`src/rtl/intersection_sched.sv`:
```
// Two-approach phase scheduler: NS/EW green, yellow and all-red clearance,
// pedestrian early termination and rest-on-NS-green when EW is idle.
module intersection_sched #(
    parameter int GREEN_T   = 60,
    parameter int YELLOW_T  = 5,
    parameter int ALLRED_T  = 2,
    parameter int MIN_GREEN = 10,
    parameter int CNT_W     = 8
) (
    input  logic             clk,
    input  logic             rst_n,
    input  logic             tick,
    input  logic             ped_req,
    input  logic             ew_demand,
    output logic             ns_red,
    output logic             ns_yellow,
    output logic             ns_green,
    output logic             ew_red,
    output logic             ew_yellow,
    output logic             ew_green,
    output logic [2:0]       phase,
    output logic [CNT_W-1:0] remaining,
    output logic             ped_pending
);

    typedef enum logic [2:0] {
        AR_N = 3'd0,
        NS_G = 3'd1,
        NS_Y = 3'd2,
        AR_E = 3'd3,
        EW_G = 3'd4,
        EW_Y = 3'd5
    } phase_t;

    localparam logic [CNT_W-1:0] G1  = CNT_W'(GREEN_T - 1);
    localparam logic [CNT_W-1:0] Y1  = CNT_W'(YELLOW_T - 1);
    localparam logic [CNT_W-1:0] R1  = CNT_W'(ALLRED_T - 1);
    localparam logic [CNT_W-1:0] MG1 = CNT_W'(MIN_GREEN - 1);

    phase_t           state, state_nxt;
    logic [CNT_W-1:0] cnt, cnt_nxt;
    logic             ped_nxt;
    logic             last, wrap, early;

    function automatic logic [CNT_W-1:0] dur_m1(input phase_t p);
        case (p)
            AR_N, AR_E: dur_m1 = R1;
            NS_G, EW_G: dur_m1 = G1;
            default:    dur_m1 = Y1;
        endcase
    endfunction

    // Lamp triple ordered {red, yellow, green}
    function automatic logic [2:0] ns_lamps(input phase_t p);
        case (p)
            NS_G:    ns_lamps = 3'b001;
            NS_Y:    ns_lamps = 3'b010;
            default: ns_lamps = 3'b100;
        endcase
    endfunction

    function automatic logic [2:0] ew_lamps(input phase_t p);
        case (p)
            EW_G:    ew_lamps = 3'b001;
            EW_Y:    ew_lamps = 3'b010;
            default: ew_lamps = 3'b100;
        endcase
    endfunction

    always_comb begin
        state_nxt = state;
        cnt_nxt   = cnt;
        wrap      = 1'b0;
        last      = (cnt == dur_m1(state));
        early     = ped_pending && (cnt >= MG1);
        if (tick) begin
            case (state)
                AR_N: if (last) state_nxt = NS_G;
                NS_G: begin
                    if (early || (last && ew_demand)) state_nxt = NS_Y;
                    else if (last) wrap = 1'b1;
                end
                NS_Y: if (last) state_nxt = AR_E;
                AR_E: if (last) state_nxt = EW_G;
                EW_G: if (early || last) state_nxt = EW_Y;
                EW_Y: if (last) state_nxt = AR_N;
                default: state_nxt = AR_N;
            endcase
            cnt_nxt = (state_nxt != state || wrap) ? '0 : cnt + 1'b1;
        end
    end

    // A request arriving on the yellow-entry edge must survive the clear
    always_comb begin
        ped_nxt = ped_pending;
        if (state_nxt != state && (state_nxt == NS_Y || state_nxt == EW_Y))
            ped_nxt = 1'b0;
        if (ped_req)
            ped_nxt = 1'b1;
    end

    always_ff @(posedge clk or negedge rst_n) begin
        if (!rst_n) begin
            state       <= AR_N;
            cnt         <= '0;
            ped_pending <= 1'b0;
            {ns_red, ns_yellow, ns_green} <= 3'b100;
            {ew_red, ew_yellow, ew_green} <= 3'b100;
        end else begin
            state       <= state_nxt;
            cnt         <= cnt_nxt;
            ped_pending <= ped_nxt;
            {ns_red, ns_yellow, ns_green} <= ns_lamps(state_nxt);
            {ew_red, ew_yellow, ew_green} <= ew_lamps(state_nxt);
        end
    end

    assign phase     = state;
    assign remaining = dur_m1(state) - cnt;

endmodule

```
`config.mk`:
```
export PLATFORM = sky130hd
export DESIGN_NAME = intersection_sched
export DESIGN_NICKNAME = d
export VERILOG_FILES = /design/src/rtl/intersection_sched.sv
export SDC_FILE = /design/constraint.sdc
export NUM_CORES = 1
export LEC_CHECK = 0
export ABC_AREA = 0
export CAP_MARGIN = 20
export CORE_UTILIZATION = 45
export CTS_CLUSTER_SIZE = 12
export DETAILED_ROUTE_END_ITERATION = 7
export GPL_ROUTABILITY_DRIVEN = 0
export PLACE_DENSITY_LB_ADDON = 0.12
export SYNTH_ARGS = -nofsm -noshare
export SYNTH_HDL_FRONTEND = slang
export SYNTH_SLANG_ARGS = --single-unit
```
`constraint.sdc`:
```
create_clock -name clk -period 5 [get_ports clk]
set_input_delay 0.75 -clock clk [delete_from_list [all_inputs] [get_ports clk]]
set_output_delay 0.75 -clock clk [all_outputs]
set_load 0.02 [all_outputs]
```
==> flow_results.org <==
** Drt
- Detailed-routing iteration count for the pre-antenna-repair pass :: 4
- The count of nets left with antenna violations once routing finished came out at 0.
- After detailed routing, the number of vias per cell comes to 5.65.
- The detailed router finished its first iteration with 30 violations.
- Vias :: roughly 1100
- Average wire per standard cell :: 13.5 um
- Detailed Route WL :: approximately 2.7 mm
- For this run, design rule violations remaining after detail routing come to 0.

** Placed design
- The HPWL after detailed placement is 2.12 mm.
- The count of buffers added on input and output ports is 22.
- Summing all placed instances gives a cell area of 1550 sq um.
- Number of cells in the design after placement :: 197

** Logic synthesis
- Most common flop cell mapped by yosys :: sky130_fd_sc_hd__dfrtp_1
- Simple-gate share of the synthesized area :: 17.9%
- After synthesis, the largest family of logic cells by area is compound AO/OA/AOI/OAI gates.
- Seq/Total Area, Yosys :: 34.5%
- Synthesized-area fraction occupied by xor and xnor cells :: 6.00%
- Of the post-synthesis cell area, the part taken by muxes is under 10%.
- The largest total area in the synthesized netlist belongs to sky130_fd_sc_hd__dfrtp_1.
- The top cell type by area accounts for 30.5% of the synthesized area.
- Most frequent cell after synthesis :: sky130_fd_sc_hd__inv_1
- The mapped netlist covers 1310 sq um.
- By count the netlist is led by sky130_fd_sc_hd__inv_1, sky130_fd_sc_hd__dfrtp_1, sky130_fd_sc_hd__o21ai_0.
- Ranked by total cell area, the synthesized netlist is headed by sky130_fd_sc_hd__dfrtp_1, sky130_fd_sc_hd__ha_1, sky130_fd_sc_hd__inv_1.
- Of the total synthesized cell area, the portion taken by full adders, half adders and majority gates is 10.1%.
- FFs w/ async S/R, synth :: 100%
- Summing the areas of all compound-gate instances in the mapped netlist gives 21.5% of the synthesized area.
- Each instance of the synthesized netlist takes up on average 8.82 sq um.
- The netlist uses 47 different library cells.
- The number of nets in the synthesized netlist is 164.
- Synthesis warning total :: 0
- In this run, synthesis produced a sequential element count of 18.
- Synthesis handed over a netlist of roughly 150 instances.
- In this run, synthesis inferred 0 flip-flops with an integrated enable.

** Power and ir drop
- Switching power :: 0.354 mW
- Summing internal, switching and leakage power gives between 0.8 and 0.9 mW.
- Fraction of power spent switching nets :: 43.7%
- For this design the static power due to leakage is 0.692 nW.
- The clock network is responsible for about 11% of the overall power.
- Sequential cell fraction of total power :: 26.7%
- Combinational logic burns 62.3% of the power.
- The internal power of the cells totals around 0.46 mW.
- Areal power density over the cells :: slightly above 500 nW/um^2
- Maximum resistive drop on vdd :: ~0.00044 V

** STA
- Setup_tns :: 0 ns
- Across all hold checks on the routed design, the worst slack comes to 0.619 ns.
- For the pin with the worst max-slew slack, the measured transition is 0.800 ns.
- Slew Limit Fails :: 0
- Between clock sinks in the finished design, the worst skew comes to 0.0109 ns.
- Tcrit/Tclk final :: 82.1%
- For the finished layout, the period the worst path requires is ~4.1 ns.
- Worst slew margin relative to its limit :: 46.5%
- Setup violations remaining at the end of the flow were counted as 0.
- The final hold violation count came to 0.
- Achievable Freq :: about 240 MHz
- Unrepaired setup endpoints after global routing :: false

** Cells and area
- After filler insertion, the fill cell instance count of the layout stands at between 200 and 300.
- Final antenna diode count :: 0
- Fraction of final layout cells sized beyond drive strength 1 :: under 10%
- Layout area overhead :: 20.4%
- # nets final :: ~190
- Non-Filler Instances :: 201
- Final cell area excluding filler cells :: 1580 sq um

** GRT
- Via count of the first global-routing pass :: ~1100
- Entering global routing, the biggest net connects 19 pins.
- Global routing finished with a remaining overflow of 0.
- The initial antenna violation count is 0.
- Total Routing Usage GR :: 19.7%
- First-pass GRT wire length :: about 5 mm

** Clocking
- Post-CTS setup repair buffer count :: 0
- Later-pin clock latency in the skew report :: 0.30 ns
- The number of hold buffers added after CTS was 0.
- In this run, CTS created clock tree buffers numbering 3.
- Root cell of the clock tree :: sky130_fd_sc_hd__clkbuf_4
- After clock tree synthesis, the clock-pin slew on the worst setup and hold paths is 0.10 ns.
- Number of gates given a new drive strength after cts :: 0
- Maximum root-to-sink buffer count :: 2
- CTS built an H-tree with a depth of 1.
- Num Clock Sinks :: 18
- TritonCTS built the clock tree.

** Run
- Max-cap violations :: 0

** Worst setup path
- Of all nets on the critical path, the largest fanout is 11.
- Kind of end point of the critical path :: output pin
- Required time of the worst setup path :: 4.25 ns
- Endpoint arrival time on the critical path :: 3.36 ns
- The worst setup path is of the reg2out kind.
- Launching element type of the critical path :: flip-flop

** Die
- Overall die height :: 56.0 um
- The die covers 3140 sq um.
- Core ar. :: 2760 sq um
- Once the floorplan was initialized, standard cells occupied 47.6% of the core.
- During I/O placement, the number of pins put on the boundary was 23.
- The floorplan step set the die width to 56.0 um.
- Row cnt :: 19

** Hold path
- Min-Delay Path Class :: reg2reg

** Outcome
- Outcome :: completed
-- power groups by stage --
stage / registers (mW) / logic, mW / clock network (mW)
global route: 0.223 / 0.556 / 0.0992
CTS: 0.216 / 0.506 / 0.0936
global placement: 0.216 / 0.501 / 0
detailed placement: 0.218 / 0.504 / 0
finish: 0.216 / 0.504 / 0.0891
floorplan: 0.208 / 0.340 / 0
-- sequential cells by signal, summed over array words and instances, names as in the netlist --
register,cells
ew_yellow,1
ew_red,1
ns_green,1
phase,3
ew_green,1
cnt,8
ped_pending,1
ns_yellow,1
ns_red,1
-- routing by layer --
metal,GRT usage (%),wire [um]
met4,4.18,31
met3,5.12,136
met2,29.9,1210
met1,28.3,1340
met5,0,0
-- cell usage in the layout (no fill, tap or decap), drive strengths merged, types with 3 or more instances in the layout --
| master | Yosys | final |
|---|---|---|
| inv | 21 | 21 |
| xnor2 | 5 | 5 |
| clkdlybuf4s50 | 0 | 22 |
| dfrtp | 16 | 16 |
| nor3 | 3 | 3 |
| nand3 | 5 | 5 |
| o21ai | 14 | 14 |
| clkbuf | 3 | 4 |
| nand2b | 3 | 3 |
| xor2 | 4 | 4 |
| nand2 | 10 | 10 |
| a21oi | 5 | 5 |
| ha | 9 | 9 |
| nor2 | 13 | 13 |
-- final timing paths --
path,slack (ns),cells past startpoint,start,end
worst max-delay path,0.89,11,phase[2]$_DFF_PN0_,remaining[7]
worst min-delay path,0.62,2,cnt[2]$_DFFE_PN0P_,cnt[2]$_DFFE_PN0P_
worst max register to register,1.78,10,phase[2]$_DFF_PN0_,ped_pending$_DFFE_PN0P_
worst min register to register,0.62,2,cnt[2]$_DFFE_PN0P_,cnt[2]$_DFFE_PN0P_
max in group asynchronous,3.59,1,rst_n,cnt[7]$_DFFE_PN0P_
min in group asynchronous,0.90,1,rst_n,cnt[3]$_DFFE_PN0P_
-- metrics by stage --
stage | setup WS, ns | util (%)
floorplan | 1.50 | -
global placement | 1.30 | 56.0
detailed placement | 1.25 | 56.0
CTS | 0.883 | 57.4
global route | 0.525 | 57.4
finish | 0.893 | 57.4
-- layout make-up --
type / count / area [sq um] / share of cell area (%)
sequential: 18 / 453 / 28.6
timing repair buffer: 22 / 220 / 13.9
clock buffer: 4 / 36.3 / 2.29
multi-input combinational: 105 / 754 / 47.7
inverter: 21 / 78.8 / 4.98
tap: 31 / 38.8 / 2.45
-- cells by family after synthesis --
group                    Yosys count
AND/OR/NAND/NOR                   45
multiplexers                       2
flip-flops                        18
AO/OA/AOI/OAI                     39
XOR/XNOR                           9
adder cells (fa/ha/maj)           10
buffers and inverters             26
-- critical path: stages (launching register included) --
cell                              delay (ns)
sky130_fd_sc_hd__dfrtp_1                0.51
sky130_fd_sc_hd__xor2_1                 0.21
sky130_fd_sc_hd__nand2_1                0.12
sky130_fd_sc_hd__inv_1                  0.10
sky130_fd_sc_hd__ha_1                   0.31
sky130_fd_sc_hd__nor2b_1                0.13
sky130_fd_sc_hd__o21ai_0                0.18
sky130_fd_sc_hd__a21boi_0               0.14
sky130_fd_sc_hd__o21ai_0                0.29
sky130_fd_sc_hd__a2111oi_0              0.17
sky130_fd_sc_hd__a311oi_1               0.25
sky130_fd_sc_hd__clkdlybuf4s50_1        0.64
No activity file was read; power rests on OpenSTA's default activity.
